--- src/rtl/key_decoder_pkg.sv ---
// Shared definitions for the calculator front end: ASCII codes, op codes,
// token encodings and the byte classifier used by key_decoder.
package key_decoder_pkg;

    localparam int VAL_W = 4;
    localparam int OP_W  = 2;

    localparam logic [7:0] ASC_0     = 8'h30;
    localparam logic [7:0] ASC_9     = 8'h39;
    localparam logic [7:0] ASC_UA    = 8'h41;
    localparam logic [7:0] ASC_UF    = 8'h46;
    localparam logic [7:0] ASC_LA    = 8'h61;
    localparam logic [7:0] ASC_LF    = 8'h66;
    localparam logic [7:0] ASC_PLUS  = 8'h2B;
    localparam logic [7:0] ASC_MINUS = 8'h2D;
    localparam logic [7:0] ASC_STAR  = 8'h2A;
    localparam logic [7:0] ASC_SLASH = 8'h2F;
    localparam logic [7:0] ASC_EQ    = 8'h3D;
    localparam logic [7:0] ASC_CR    = 8'h0D;
    localparam logic [7:0] ASC_ESC   = 8'h1B;

    localparam logic [OP_W-1:0] OP_ADD = 2'b00;
    localparam logic [OP_W-1:0] OP_SUB = 2'b01;
    localparam logic [OP_W-1:0] OP_MUL = 2'b10;
    localparam logic [OP_W-1:0] OP_DIV = 2'b11;

    typedef enum logic [1:0] {
        KIND_DIG = 2'd0,
        KIND_OP  = 2'd1,
        KIND_EQ  = 2'd2
    } tok_kind_e;

    // Operator tokens carry the op code in val[1:0].
    typedef struct packed {
        tok_kind_e        kind;
        logic [VAL_W-1:0] val;
    } tok_t;

    localparam int TOK_W = $bits(tok_t);

    typedef struct packed {
        logic is_tok;
        logic is_esc;
        tok_t tok;
    } cls_t;

    function automatic cls_t classify(input logic [7:0] ch, input logic hex_en,
                                      input logic eq_cr);
        cls_t       c;
        logic [7:0] off;
        c   = '0;
        off = '0;
        if (ch >= ASC_0 && ch <= ASC_9) begin
            off        = ch - ASC_0;
            c.is_tok   = 1'b1;
            c.tok.kind = KIND_DIG;
            c.tok.val  = off[VAL_W-1:0];
        end else if (hex_en && ch >= ASC_UA && ch <= ASC_UF) begin
            off        = ch - ASC_UA + 8'd10;
            c.is_tok   = 1'b1;
            c.tok.kind = KIND_DIG;
            c.tok.val  = off[VAL_W-1:0];
        end else if (hex_en && ch >= ASC_LA && ch <= ASC_LF) begin
            off        = ch - ASC_LA + 8'd10;
            c.is_tok   = 1'b1;
            c.tok.kind = KIND_DIG;
            c.tok.val  = off[VAL_W-1:0];
        end else begin
            case (ch)
                ASC_PLUS:  begin c.is_tok = 1'b1; c.tok.kind = KIND_OP; c.tok.val = {2'b00, OP_ADD}; end
                ASC_MINUS: begin c.is_tok = 1'b1; c.tok.kind = KIND_OP; c.tok.val = {2'b00, OP_SUB}; end
                ASC_STAR:  begin c.is_tok = 1'b1; c.tok.kind = KIND_OP; c.tok.val = {2'b00, OP_MUL}; end
                ASC_SLASH: begin c.is_tok = 1'b1; c.tok.kind = KIND_OP; c.tok.val = {2'b00, OP_DIV}; end
                ASC_EQ:    begin c.is_tok = 1'b1; c.tok.kind = KIND_EQ; end
                ASC_CR:    begin c.is_tok = eq_cr; c.tok.kind = KIND_EQ; end
                ASC_ESC:   c.is_esc = 1'b1;
                default:   c.is_tok = 1'b0;
            endcase
        end
        return c;
    endfunction

endpackage

--- src/rtl/key_decoder_if.sv ---
// Byte-in / token-pulse-out bundle between the UART receiver, key_decoder
// and cmd_interp_FSM.
interface key_decoder_if
    import key_decoder_pkg::*;
#(
    parameter int DEPTH = 4
);
    logic [7:0]             rx_data;
    logic                   rx_valid;
    logic                   rdy;
    logic                   got_dig;
    logic                   got_op;
    logic                   got_eq;
    logic                   got_esc;
    logic [VAL_W-1:0]       key_val;
    logic [OP_W-1:0]        op_code;
    logic                   bad_char;
    logic                   overflow;
    logic [$clog2(DEPTH):0] q_level;

    modport master (
        output rx_data, rx_valid, rdy,
        input  got_dig, got_op, got_eq, got_esc, key_val, op_code,
               bad_char, overflow, q_level
    );

    modport slave (
        input  rx_data, rx_valid, rdy,
        output got_dig, got_op, got_eq, got_esc, key_val, op_code,
               bad_char, overflow, q_level
    );
endinterface

--- src/rtl/key_decoder_tok_fifo.sv ---
// Small synchronous token FIFO with flush; rdata shows the head entry
// combinationally so the popper sees it in the same cycle.
module tok_fifo
    import key_decoder_pkg::*;
#(
    parameter  int WIDTH = TOK_W,
    parameter  int DEPTH = 4,
    localparam int AW    = $clog2(DEPTH),
    localparam int LW    = AW + 1
) (
    input  logic             clk,
    input  logic             rst,
    input  logic             push,
    input  logic             pop,
    input  logic             flush,
    input  logic [WIDTH-1:0] wdata,
    output logic [WIDTH-1:0] rdata,
    output logic             full,
    output logic             empty,
    output logic [LW-1:0]    level
);
    logic [WIDTH-1:0] mem [DEPTH];
    logic [AW-1:0]    wr_ptr;
    logic [AW-1:0]    rd_ptr;
    logic [LW-1:0]    count;
    logic             do_push;
    logic             do_pop;

    assign full    = (count == LW'(DEPTH));
    assign empty   = (count == '0);
    assign do_pop  = pop && !empty;
    // A push into a full queue is fine when the head leaves in the same cycle.
    assign do_push = push && (!full || do_pop);
    assign rdata   = mem[rd_ptr];
    assign level   = count;

    always_ff @(posedge clk) begin
        if (!rst) begin
            wr_ptr <= '0;
            rd_ptr <= '0;
            count  <= '0;
        end else if (flush) begin
            wr_ptr <= '0;
            rd_ptr <= '0;
            count  <= '0;
        end else begin
            if (do_push) wr_ptr <= wr_ptr + AW'(1);
            if (do_pop)  rd_ptr <= rd_ptr + AW'(1);
            count <= count + LW'(do_push) - LW'(do_pop);
        end
    end

    always_ff @(posedge clk) begin
        if (do_push && !flush) mem[wr_ptr] <= wdata;
    end
endmodule

--- src/rtl/key_decoder.sv ---
// Classifies received ASCII bytes into calculator tokens, queues them and
// hands them to cmd_interp_FSM as spaced one-cycle pulses while rdy is high.
module key_decoder
    import key_decoder_pkg::*;
#(
    parameter int DEPTH  = 4,
    parameter bit HEX_EN = 1'b0,
    parameter bit EQ_CR  = 1'b1
) (
    input  logic         clk,
    input  logic         rst,
    key_decoder_if.slave bus
);
    localparam int LW = $clog2(DEPTH) + 1;

    cls_t             cls;
    logic             esc_now;
    logic             push;
    logic             pop;
    logic             drop;
    logic             full;
    logic             empty;
    logic [LW-1:0]    level;
    logic [TOK_W-1:0] push_tok;
    logic [TOK_W-1:0] head_raw;
    tok_t             head;

    logic             gap;
    logic             got_dig;
    logic             got_op;
    logic             got_eq;
    logic             got_esc;
    logic             bad_char;
    logic             overflow;
    logic [VAL_W-1:0] key_val;
    logic [OP_W-1:0]  op_code;

    assign cls      = classify(bus.rx_data, HEX_EN, EQ_CR);
    assign esc_now  = bus.rx_valid && cls.is_esc;
    assign push     = bus.rx_valid && cls.is_tok;
    assign push_tok = cls.tok;
    assign head     = tok_t'(head_raw);
    // ESC pre-empts any pop so the FSM never sees a token alongside the clear.
    assign pop      = !empty && bus.rdy && !gap && !esc_now;
    assign drop     = push && full && !pop;

    tok_fifo #(
        .WIDTH (TOK_W),
        .DEPTH (DEPTH)
    ) u_fifo (
        .clk   (clk),
        .rst   (rst),
        .push  (push && !drop),
        .pop   (pop),
        .flush (esc_now),
        .wdata (push_tok),
        .rdata (head_raw),
        .full  (full),
        .empty (empty),
        .level (level)
    );

    // gap mirrors "a pulse is on the wire now", giving the FSM a cycle to drop rdy.
    always_ff @(posedge clk) begin
        if (!rst) begin
            gap      <= 1'b0;
            got_dig  <= 1'b0;
            got_op   <= 1'b0;
            got_eq   <= 1'b0;
            got_esc  <= 1'b0;
            bad_char <= 1'b0;
            overflow <= 1'b0;
            key_val  <= '0;
            op_code  <= '0;
        end else begin
            gap      <= pop || esc_now;
            got_dig  <= pop && (head.kind == KIND_DIG);
            got_op   <= pop && (head.kind == KIND_OP);
            got_eq   <= pop && (head.kind == KIND_EQ);
            got_esc  <= esc_now;
            bad_char <= bus.rx_valid && !cls.is_tok && !cls.is_esc;
            if (pop && head.kind == KIND_DIG) key_val <= head.val;
            if (pop && head.kind == KIND_OP)  op_code <= head.val[OP_W-1:0];
            if (esc_now)   overflow <= 1'b0;
            else if (drop) overflow <= 1'b1;
        end
    end

    assign bus.got_dig  = got_dig;
    assign bus.got_op   = got_op;
    assign bus.got_eq   = got_eq;
    assign bus.got_esc  = got_esc;
    assign bus.bad_char = bad_char;
    assign bus.overflow = overflow;
    assign bus.key_val  = key_val;
    assign bus.op_code  = op_code;
    assign bus.q_level  = level;
endmodule

--- src/flat_wrapper.sv ---
// flat-port wrapper written by rule: the top's interface ports become plain ports
module key_decoder_flat import key_decoder_pkg::*;
#(
    parameter int DEPTH  = 4,
    parameter bit HEX_EN = 1'b0,
    parameter bit EQ_CR  = 1'b1
)
  (clk, rst, bus_rx_data, bus_rx_valid, bus_rdy, bus_got_dig, bus_got_op, bus_got_eq, bus_got_esc, bus_key_val, bus_op_code, bus_bad_char, bus_overflow, bus_q_level);
  key_decoder_if #(.DEPTH(DEPTH)) bus_i ();
  input  logic clk;
  input  logic rst;
  input wire logic [$bits(bus_i.rx_data)-1:0] bus_rx_data;
  input wire logic [$bits(bus_i.rx_valid)-1:0] bus_rx_valid;
  input wire logic [$bits(bus_i.rdy)-1:0] bus_rdy;
  output wire logic [$bits(bus_i.got_dig)-1:0] bus_got_dig;
  output wire logic [$bits(bus_i.got_op)-1:0] bus_got_op;
  output wire logic [$bits(bus_i.got_eq)-1:0] bus_got_eq;
  output wire logic [$bits(bus_i.got_esc)-1:0] bus_got_esc;
  output wire logic [$bits(bus_i.key_val)-1:0] bus_key_val;
  output wire logic [$bits(bus_i.op_code)-1:0] bus_op_code;
  output wire logic [$bits(bus_i.bad_char)-1:0] bus_bad_char;
  output wire logic [$bits(bus_i.overflow)-1:0] bus_overflow;
  output wire logic [$bits(bus_i.q_level)-1:0] bus_q_level;
  assign bus_i.rx_data = bus_rx_data;
  assign bus_i.rx_valid = bus_rx_valid;
  assign bus_i.rdy = bus_rdy;
  assign bus_got_dig = bus_i.got_dig;
  assign bus_got_op = bus_i.got_op;
  assign bus_got_eq = bus_i.got_eq;
  assign bus_got_esc = bus_i.got_esc;
  assign bus_key_val = bus_i.key_val;
  assign bus_op_code = bus_i.op_code;
  assign bus_bad_char = bus_i.bad_char;
  assign bus_overflow = bus_i.overflow;
  assign bus_q_level = bus_i.q_level;
  key_decoder #(.DEPTH(DEPTH), .HEX_EN(HEX_EN), .EQ_CR(EQ_CR)) u_core (.clk(clk), .rst(rst), .bus(bus_i));
endmodule
--- config.mk ---
export PLATFORM = sky130hd
export DESIGN_NAME = key_decoder_flat
export DESIGN_NICKNAME = d
export VERILOG_FILES = /design/src/rtl/key_decoder_pkg.sv /design/src/rtl/key_decoder_if.sv /design/src/rtl/key_decoder_tok_fifo.sv /design/src/rtl/key_decoder.sv /design/src/flat_wrapper.sv
export SDC_FILE = /design/constraint.sdc
export NUM_CORES = 1
export LEC_CHECK = 0
export BUFFER_PORTS_ARGS = -buffer_cell sky130_fd_sc_hd__clkbuf_2
export CAP_MARGIN = 40
export CORE_MARGIN = 3
export CORE_UTILIZATION = 50
export DETAILED_ROUTE_END_ITERATION = 16
export PLACE_DENSITY = 0.71
export SLEW_MARGIN = 40
export SYNTH_ARGS = -nofsm -noshare
export SYNTH_HDL_FRONTEND = slang
export SYNTH_SLANG_ARGS = --single-unit
--- constraint.sdc ---
create_clock -name clk -period 4.1 [get_ports clk]
set_input_delay 1.23 -clock clk [delete_from_list [all_inputs] [get_ports clk]]
set_output_delay 1.23 -clock clk [all_outputs]
set_load 0.1 [all_outputs]
# After elaboration in Yosys (flattened, before gate mapping)
# Memory sizes are Yosys's and may differ from the RTL's. A register that Yosys moved wholly into a read port is not among the register bits.
# Index checks and enable logic that the tools add are counted.
[op_classes] bitwise_logic=1 addsub=5 n_reduce_logical=33 n_mux=11 order_cmp=2 n_eq_ne=10
[ops] operator="$eq A8 B6 Y1 const B" n=5
[ops] operator="$logic_and A1 B1 Y1" n=17
[ops] operator="$eq A8 B4 Y1 const B" n=1
[ops] operator="$eq A8 B5 Y1 const B" n=1
[ops] operator="$ge A8 B6 Y1 const B" n=1
[ops] operator="$le A8 B6 Y1 const B" n=1
[ops] operator="$logic_not A1 Y1" n=8
[ops] operator="$mux W1" n=6
[ops] operator="$mux W6" n=1
[ops] operator="$pmux W2 S3" n=1
[ops] operator="$reduce_or A6 Y1" n=1
[ops] operator="$add A2 B1 Y2 const B" n=2
[ops] operator="$mux W2" n=2
[ops] operator="$pmux W2 S2" n=1
[ops] operator="$reduce_or A2 Y1" n=2
[ops] operator="$reduce_or A4 Y1" n=1
[ops] operator="$sub A4 B1 Y4 const B" n=1
[ops] operator="$add A3 B1 Y3" n=1
[ops] operator="$eq A3 B3 Y1 const B" n=1
[ops] operator="$logic_not A3 Y1" n=1
[ops] operator="$sub A3 B1 Y3" n=1
[ops] operator="$eq A2 B1 Y1 const B" n=1
[ops] operator="$eq A2 B2 Y1 const B" n=1
[ops] operator="$logic_not A2 Y1" n=1
[ops] operator="2 further kinds" n=3
[word_totals] in_bits=12 word_cells=75 out_inout_bits=15 ff_bits=20 mem_count=1 ramBits=24
[memory_table] name="u_core.u_fifo.mem" words=4 width=6 read_ports=1 rd_clocked_by_memory_dff=1 wr=1 line="key_decoder_tok_fifo.sv:22" source="logic [WIDTH-1:0] mem [DEPTH];"

# Logic depth before layout (Yosys ltp)
# Gate-level depths: netlist of run 1.
[depth] word_depth=14 mapped_depth=13 ltp_nobuf=12

# Hierarchy
# From an unflattened synthesis of run 1, not the netlist that was laid out.
[hier_totals] cells_unflattened=163 hier_area_um2=2063.2
[modules_own_cells] mod="tok_fifo" cells_per_inst=80 n_inst=1 area_each_um2=1343.8 seq_area_each_um2=900.9
[modules_own_cells] mod="key_decoder" cells_per_inst=83 n_inst=1 area_each_um2=719.4 seq_area_each_um2=260.2

# Worst setup path after synthesis of run 1
# OpenSTA, ideal clock, no wires.
[synth_path] path_type="input-to-reg" startpoint="input bus_rx_data[2]" endpoint="register u_core.u_fifo.count[2] (netlist: u_core.u_fifo.level[2])" setup_ns=0.131 path_slack_ns=0.431 path_buffers=1 cell_stages=13 t_required_ns=3.969 arrival_ns=3.538 cell_sequence="buf_2 and4b_1 and2_1 o21ai_0 and2_1 inv_1 ha_1 inv_1 ha_1 fa_1 xnor2_1 xnor2_1 nor2_1"
[synth_between] elab_chain_cells=13 word_cells_on_any_way=30 classes_between="add/sub (2); order compare (2); eq/ne (7); mux (4); reduce/logical (15)"
[synth_lines] element="from (decl)" line="flat_wrapper.sv:12" source="input wire logic [$bits(bus_i.rx_data)-1:0] bus_rx_data;"
[synth_lines] element="$ge A8 B6 Y1, or another cell as far along" line="key_decoder_pkg.sv:53" source="if (ch >= ASC_0 && ch <= ASC_9) begin"
[synth_lines] element="$logic_and A1 B1 Y1 or $mux W1 (tied branches)" line="key_decoder_pkg.sv:53, key_decoder_pkg.sv:69"
[synth_lines] element="$mux W1" line="key_decoder_pkg.sv:53"
[synth_lines] element="$logic_and A1 B1 Y1" line="key_decoder.sv:39" source="assign esc_now = bus.rx_valid && cls.is_esc;"
[synth_lines] element="$logic_not A1 Y1" line="key_decoder.sv:44" source="assign pop = !empty && bus.rdy && !gap && !esc_now;"
[synth_lines] element="$logic_and A1 B1 Y1" line="key_decoder.sv:44"
[synth_lines] element="$logic_not A1 Y1" line="key_decoder.sv:45" source="assign drop = push && full && !pop;"
[synth_lines] element="$logic_and A1 B1 Y1" line="key_decoder.sv:45"
[synth_lines] element="$logic_not A1 Y1" line="key_decoder.sv:53" source=".push (push && !drop),"
[synth_lines] element="$logic_and A1 B1 Y1" line="key_decoder.sv:53"
[synth_lines] element="$logic_and A1 B1 Y1" line="key_decoder_tok_fifo.sv:33" source="assign do_push = push && (!full || do_pop);"
[synth_lines] element="$add A3 B1 Y3" line="key_decoder_tok_fifo.sv:49" source="count <= count + LW'(do_push) - LW'(do_pop);"
[synth_lines] element="$sub A3 B1 Y3" line="key_decoder_tok_fifo.sv:49"
[synth_lines] element="to (signal assigned)" line="key_decoder_tok_fifo.sv:49"
[synth_lines] element="to (decl)" line="key_decoder_tok_fifo.sv:25" source="logic [LW-1:0] count;"
# Several ways; a longest one is shown, not always the timed one.
# A chain may end at the register's enable or synchronous reset.

# Worst setup path in the final report of run 1
# Ends and elaborated chain as after synthesis.

==> out/qor.yml, run 1 <==
layout-drive-gt1-share: 0.1937
reg2reg_slack_ns: 1.14
gp_congestion: 0.7580
clkSlewWorstSetupHoldPaths_ns: 0.08
outcome: "completed"
path_class: "primary input to flip-flop"
grt_pass1_vias: 1351
cts_tree: "yes"
cts_resized: 0
postRouteWirelength_um: 3559
die_y_um: 69.93
avgSynthCellArea_um2: 12.77
die-area_mm2: 0.004890
setup_viol: 0
crit_buf_inv: 3
synthArstFlopShare: 0
finalNonFillerCells: 239
critPathMaxStageDelay_ns: 0.50
ys_seq_area_frac: 0.5683
vias_per_cell: 5.548
postCtsSetupBuffers: 0
rsz0062_at_grt: "false"
fin_ws_ns: 0.3956
syn_area_mm2: 0.002043
slew_violations: 0
die_w_um: 69.93
holdWs_ns: 0.4647
finalCoreUtilization: 0.6051
synth_nets: 179
relSlewSlack: 0.5730
gr-usage-all-layers: 0.1563
drtAntennaViolNets: 0
ys_ff_latch: 46
ir_worst_vdd_uv: 268.2
core-area_mm2: 0.003799
hp-class: "flip-flop to flip-flop"
fin_crit_sh: 0.9035
clockBufferDepth: 2
synth_edf_count: 24
drt-initial-drc-count: 76
avgRoutedWirePerCell_um: 14.89
hold_viol: 0
leakagePower_nw: 0.9037
antenna_found_initial: 0
ios: 27
required_ns: 4.26
cts_root_buffer: "clkbuf_8"
synthFlopType: "edfxtp_1"
tns_ns: 0
clk_latency_ns: 0.29
tightest_slew_ns: 0.6394
grt-ovfl-total: 0
cp_max_fo: 9
cts-htree-levels: 2
drc_errors: 0
io_buffers: 26
crit_path_cell_trace: "clkbuf_2 > and4b_1 > and2_1 > o21ai_0 > and2_1 > inv_1 > ha_1 > inv_1 > ha_1 > fa_1 > xnor2_1 > xnor2_1 > nor2_1"
antennaDiodeCount: 0
end_kind: "flip-flop"
drt_pass1_iterations: 4
yosysUniqueCellTypes: 38
max_freq_ghz: 0.2699
critical-path-top-delay-family: "adder cells"
syn_inst: 160
slowest_stage: "o21ai_0"
place_inst: 231
grt_pass1_wl_um: 6037
nFillCells: 321
max_cap_viol_count: 0
fin_skew_ns: 0.007290
via_count: 1326
num_rows: 22
p_per_area_mw_per_mm2: 522.5
cts.sinks: 46
nets: 209
initial_core_util: 0.5379
worst_setup_path_start_kind: "primary input"
postCtsHoldBufs: 0
cts-buffers-inserted: 5
yosysWarningCount: 0
layout_min_cycle_time_ns: 3.704
grt_max_degree: 14
areaGrowthSynthToFinish_pct: 12.49
arrival_ns: 3.86
hpwl_um: 2720
preCtsSetupSlack_ns: 0.1664
synth_stat cells (2+ instances only):
library cell	n	area, um^2
a21oi_1	3	15.01
a32o_1	2	20.02
and2_1	5	31.28
and3_1	6	37.54
clkbuf_1	2	7.510
dfxtp_1	22	440.4
edfxtp_1	24	720.7
ha_1	6	75.07
inv_1	10	37.54
mux2i_1	7	70.07
mux4_1	5	131.4
nand2_1	15	56.30
nand4_1	2	12.51
nor2_1	11	41.29
nor2b_1	5	31.28
nor3_1	2	10.01
nor3b_1	3	22.52
nor4_1	3	18.77
nor4b_1	2	17.52
o21ai_0	3	15.01
xnor2_1	4	35.03
xor2_1	2	17.52
cell type report:
cell class	instances	area (um^2)	area share
Sequential cell	46	1161	0.5052
Multi-Input combinational cell	100	820.8	0.3571
Timing Repair Buffer	27	137.6	0.05988
Clock buffer	6	72.57	0.03157
Tap cell	48	60.06	0.02613
Inverter	10	37.54	0.01633
Clock inverter	2	8.758	0.003811
per-layer routing:
metal | vias to the layer above | track usage | part of all wire
met5 | - | 0 | 0
met4 | 0 | 0.06383 | 0.016
met3 | 8 | 0.03022 | 0.062
met2 | 50 | 0.2644 | 0.48
met1 | 620 | 0.1959 | 0.44
li1 | 648 | - | -
worst register-to-register path: cells and delay by family (launching register included):
family	cells	cell delay, ns
adder cells (fa/ha/maj)	3	0.84
AO/OA/AOI/OAI	2	0.83
flip-flops	1	0.45
XOR/XNOR	2	0.32
AND/OR/NAND/NOR	2	0.31
buffers and inverters	2	0.09
sequential cells by signal (all words and copies together), names as in the netlist, named ones only:
name	cells
u_core.bus.bad_char	1
u_core.bus.got_dig	1
u_core.bus.got_eq	1
u_core.bus.got_esc	1
u_core.bus.got_op	1
u_core.bus.key_val	4
u_core.bus.op_code	2
u_core.bus.overflow	1
u_core.gap	1
u_core.u_fifo.level	3
u_core.u_fifo.mem	24
u_core.u_fifo.rd_ptr	2
u_core.u_fifo.wr_ptr	2
cells in the final DEF, fill, tap and decap left out, types with 3 or more instances in the layout:
cell type	n
a21oi_1	3
and2_1	5
and3_1	6
clkbuf_2	26
clkbuf_8	5
dfxtp_1	22
edfxtp_1	24
ha_1	6
inv_1	10
mux2i_1	7
mux4_1	5
nand2_1	15
nor2_1	11
nor2b_1	5
nor3b_1	3
nor4_1	3
o21ai_0	3
xnor2_1	4
kinds of logic after synthesis:
group | Yosys count | share of synthesized area
AO/OA/AOI/OAI | 14 | 0.05144
XOR/XNOR | 6 | 0.02572
adder cells (fa/ha/maj) | 7 | 0.04654
buffers and inverters | 14 | 0.03001
flip-flops | 46 | 0.5683
multiplexers | 13 | 0.1096
AND/OR/NAND/NOR | 60 | 0.1684
metrics by stage:
stage	total power [mW]	instance area, um^2
finish	1.201	2298
global route	1.264	2298
CTS	1.212	2298
detailed placement	0.9603	2217
global placement	0.9474	2217
floorplan	0.9005	2043
report_power, final:
group | internal [mW] | switching [mW]
Combinational | 0.122 | 0.264
Sequential | 0.519 | 0.0429
Clock | 0.117 | 0.136
worst paths after layout:
path | from | to | depth (start not counted)
setup / recovery | bus_rx_data[2] | u_core.u_fifo.level[2] | 13
hold / removal | u_core.bus.key_val[3] | u_core.bus.key_val[3] | 2
setup reg to reg | u_core.u_fifo.level[1] | u_core.u_fifo.level[2] | 11
hold reg to reg | u_core.bus.key_val[3] | u_core.bus.key_val[3] | 2
Power figures use the tool's default switching activity.
==> run 2, diff against run 1 <==
Settings changed: CORE_ASPECT_RATIO set to 0.9.
==> run 2 against run 1 <==
Effect of this change:
- count of clock-buffer cells in the layout rose by 1
- power rose by 7.3%
- die area barely moved
- register-to-register slack improved by 0.03 ns
- global-route usage rose by 1.5 points
- first-iteration DRC count did not move
- via count rose by 1.7%
- design area rose by 1.4%
- flip-flop and latch count did not move
- clock skew rose by 0.0043 ns
- highest routed layer unchanged
==> out/qor.yml, run 2 (synthesis gave the netlist of run 1 again) <==
outcome: "completed"
fin_skew_ns: 0.01156
grt_pass1_wl_um: 6244
grt_busiest_layer: "met2"
totalPowerFinal_mw: 1.288
place_area_mm2: 0.002215
crit_path_cell_trace: "clkbuf_2 > and4b_1 > and2_1 > o21ai_0 > and2_1 > inv_1 > ha_1 > inv_1 > ha_1 > fa_1 > xnor2_1 > xnor2_1 > nor2_1"
stdcell_area_mm2: 0.002331
tightest_slew_ns: 0.6750
largest_reg_flops: 24
arrival_ns: 3.86
postCtsHoldBufs: 0
min_to: "u_core.bus.key_val[3]"
hold_viol: 0
grt_max_degree: 15
max_cap_viol_count: 0
cts_resized: 0
avgRoutedWirePerCell_um: 15.41
worstReg2RegStart: "u_core.u_fifo.level[1]"
cts.sinks: 46
ios: 27
areaGrowthSynthToFinish_pct: 14.08
grt_util_met2: 0.2746
leakagePower_nw: 0.9196
r2r_end: "u_core.u_fifo.level[2]"
postRouteWirelength_um: 3653
vias_per_cell: 5.692
antenna_found_initial: 0
drt-initial-drc-count: 76
min_path_cells: 2
initial_core_util: 0.5326
layout-drive-gt1-share: 0.1990
drtAntennaViolNets: 0
num_rows: 21
slew_violations: 0
io_buffers: 26
rsz0062_at_grt: "false"
grt-ovfl-total: 0
die_w_um: 73.38
drt_pass1_iterations: 4
clk_latency_ns: 0.29
final_common_cell: "clkbuf_2"
top_register: "u_core.u_fifo.mem"
preCtsSetupSlack_ns: 0.1410
required_ns: 4.26
cts-htree-levels: 2
max_freq_ghz: 0.2702
cts_root_buffer: "clkbuf_8"
holdWs_ns: 0.4617
min-delay-start: "u_core.bus.key_val[3]"
grt_use_met1: 0.2237
drc_errors: 0
hpwl_um: 2744
clkSlewWorstSetupHoldPaths_ns: 0.08
path_class: "primary input to flip-flop"
ir_worst_vdd_uv: 254.6
via_count: 1349
gr-usage-all-layers: 0.1714
fin_crit_sh: 0.9026
die-area_mm2: 0.004890
end_kind: "flip-flop"
antennaDiodeCount: 0
relSlewSlack: 0.5458
cts-buffers-inserted: 5
layout_common_cells: "clkbuf_2 (26), edfxtp_1 (24), dfxtp_1 (22), nand2_1 (15), nor2_1 (11)"
use_met3: 0.03469
p_per_area_mw_per_mm2: 552.6
postCtsSetupBuffers: 0
reg2reg_slack_ns: 1.17
layout_min_cycle_time_ns: 3.701
clockBufferDepth: 2
slowest_stage: "o21ai_0"
fin_ws_ns: 0.3992
reg2reg_depth: 11
core-area_mm2: 0.003836
die_y_um: 66.65
cp_max_fo: 9
tns_ns: 0
gp_congestion: 0.7419
critPathMaxStageDelay_ns: 0.48
worst_setup_path_start_kind: "primary input"
grt_pass1_vias: 1324
nets: 209
setup_viol: 0
cts_tree: "yes"
hp-class: "flip-flop to flip-flop"
-- run 2: cell types whose count changed in the layout (fill, tap and decap cells not counted), sizes merged --
cell,previous run,this run
clkinv,2,0
bufinv,0,1
clkbuf,32,33
-- run 2: where the power goes --
group	switching [mW]	leakage (nW)	total, mW	internal [mW]
Sequential	0.0429	0.398	0.562	0.519
Combinational	0.262	0.464	0.384	0.122
Clock	0.143	0.0585	0.342	0.199
-- run 2: area by class of cell --
| cell class | count | area [um^2] |
|---|---|---|
| multi-input combinational | 100 | 820.8 |
| timing repair buffer | 27 | 137.6 |
| sequential | 46 | 1161 |
| fill | 307 | 1505 |
| clock buffer | 7 | 86.33 |
| tap | 46 | 57.56 |
| inverter | 10 | 37.54 |
| clock inverter | 1 | 30.03 |
-- run 2: metrics by stage --
step | utilization | std cells
floorplan | - | 160
global placement | 0.5773 | 229
detailed placement | 0.5773 | 229
CTS | 0.6076 | 237
global route | 0.6076 | 237
finish | 0.6076 | 237
-- run 2: how the worst max path moves through the flow --
stage	from	end	slack, ns
6_report	bus_rx_data[2]	u_core.u_fifo.level[2]	0.40
5_1_grt	bus_rx_data[2]	u_core.u_fifo.level[2]	0.16
4_1_cts	bus_rx_data[2]	u_core.u_fifo.level[2]	0.43
3_5_place_dp	bus_rx_data[2]	u_core.u_fifo.level[2]	0.14
3_3_place_gp	bus_rx_data[2]	u_core.u_fifo.level[2]	0.33
2_1_floorplan	bus_rx_data[2]	u_core.u_fifo.level[2]	0.43
-- run 2: worst max-delay path, delay by kind of cell --
family                     cells  cell delay, ns
AOI/OAI and AO/OA              1            0.48
xor gates and xnor gates       2            0.36
adders and majority gates      3            0.82
buffers and inverters          3            0.27
and+or+nand+nor                4            0.70
-- run 2: per-layer routing --
metal  up-vias  routed length [um]
met5         -                   0
met3         6                 217
li1        645                   -
met1       646                1659
met2        52                1712
met4         0                  64
==> run 3, diff against run 2 <==
Settings changed: GPL_TIMING_DRIVEN set to 0, PLACE_DENSITY 0.71 to 0.79.
==> run 3 against run 2 <==
Effect of this change:
- critical endpoint unchanged
- via count decreased by 2.2%
- sequential power decreased by 2%
- highest routed layer unchanged
- clock skew is 0.0049 ns lower
==> out/qor.yml, run 3 (synthesis gave the netlist of run 1 again) <==
outcome: "completed"
fin_skew_ns: 0.006666
worstReg2RegStart: "u_core.u_fifo.level[1]"
die_w_um: 73.38
drt-initial-drc-count: 55
initial_core_util: 0.5326
hp-class: "flip-flop to flip-flop"
drc_errors: 0
grt_pass1_wl_um: 6051
setup_viol: 0
postCtsHoldBufs: 0
clkSlewWorstSetupHoldPaths_ns: 0.08
leakagePower_nw: 0.9122
relSlewSlack: 0.5183
die-area_mm2: 0.004890
tns_ns: 0
avgRoutedWirePerCell_um: 15.09
cts-buffers-inserted: 5
totalPowerFinal_mw: 1.279
rsz0062_at_grt: "false"
tightest_slew_ns: 0.7125
clockBufferDepth: 2
layout_common_cells: "clkbuf_2 (24), edfxtp_1 (24), dfxtp_1 (22), nand2_1 (15), nor2_1 (11)"
nFillCells: 313
antennaDiodeCount: 0
min_path_cells: 2
hpwl_um: 2680
grt-ovfl-total: 0
postCtsSetupBuffers: 0
max_cap_viol_count: 0
slowest_stage: "o21ai_0"
grt_max_degree: 14
min-delay-start: "u_core.bus.key_val[1]"
slew_violations: 0
grt_pass1_vias: 1281
cts.sinks: 46
nets: 210
worst_setup_path_start_kind: "primary input"
cts-htree-levels: 2
gp_congestion: 0.7632
drtAntennaViolNets: 0
io_buffers: 24
layout-drive-gt1-share: 0.1875
cts_resized: 0
max_freq_ghz: 0.2688
clk_latency_ns: 0.29
gr-usage-all-layers: 0.1669
num_rows: 21
end_kind: "flip-flop"
layout_min_cycle_time_ns: 3.720
areaGrowthSynthToFinish_pct: 13.90
r2r_end: "u_core.u_fifo.level[2]"
hold_viol: 0
multi_input_area_um2: 820.8
required_ns: 4.26
critPathMaxStageDelay_ns: 0.49
ir_worst_vdd_uv: 347.2
via_count: 1319
largest_reg_flops: 24
core-area_mm2: 0.003836
cts_root_buffer: "clkbuf_8"
reg2reg_slack_ns: 1.17
crit_path_cell_trace: "clkbuf_1 > and4b_1 > and2_1 > o21ai_0 > and2_1 > inv_1 > ha_1 > inv_1 > ha_1 > fa_1 > xnor2_1 > xnor2_1 > nor2_1"
path_class: "primary input to flip-flop"
p_per_area_mw_per_mm2: 549.7
drt_pass1_iterations: 4
cp_max_fo: 8
arrival_ns: 3.88
min_to: "u_core.bus.key_val[1]"
reg2reg_depth: 11
die_y_um: 66.65
register_area_mm2: 0.001161
fin_crit_sh: 0.9072
ios: 27
top_register: "u_core.u_fifo.mem"
vias_per_cell: 5.542
cts_tree: "yes"
postRouteWirelength_um: 3591
antenna_found_initial: 0
cp-startpoint: "bus_rx_data[4]"
[run 3: per-layer routing]
layer	vias up	track usage	wire, um
met3	5	0.03620	214
met5	-	0	0
met2	38	0.2645	1682
li1	649	-	-
met4	0	0.07466	53
met1	627	0.2192	1640
[run 3: stage by stage]
stage	hold slack (ns)	worst slack [ns]	cells	utilization	area (um^2)
detailed placement	0.4547	0.09254	230	0.5789	2221
global route	0.4782	0.1757	238	0.6067	2327
CTS	0.4665	0.4062	238	0.6067	2327
finish	0.4602	0.3803	238	0.6067	2327
global placement	0.4424	0.2832	230	0.5789	2221
floorplan	0.4701	0.4312	160	-	2043
[run 3: power breakdown]
group / internal [mW] / switching (mW) / total [mW]
combinational: 0.131 / 0.276 / 0.407
sequential: 0.519 / 0.0327 / 0.551
clock: 0.182 / 0.138 / 0.321
total: 0.833 / 0.447 / 1.28
[run 3: worst max path at each step]
stage	end
detailed placement	u_core.u_fifo.level[2]
floorplan	u_core.u_fifo.level[2]
global route	u_core.u_fifo.level[2]
global placement	u_core.u_fifo.level[2]
CTS	u_core.u_fifo.level[2]
finish	u_core.u_fifo.level[2]
[run 3: critical path, delay by kind of cell]
family | cells | cell delay, ns
AO/OA/AOI/OAI | 1 | 0.49
XOR/XNOR | 2 | 0.31
adder cells (fa/ha/maj) | 3 | 0.83
buffers and inverters | 3 | 0.27
AND/OR/NAND/NOR | 4 | 0.74
[run 3: final cells by class]
| type | count | area share |
|---|---|---|
| buffer | 4 | 0.01022 |
| clock buffer | 7 | 0.03280 |
| clock inverter | 1 | 0.01290 |
| inverter | 10 | 0.01613 |
| multi-input combinational | 100 | 0.3527 |
| sequential | 46 | 0.4989 |
| tap | 46 | 0.02473 |
| timing repair buffer | 24 | 0.05161 |
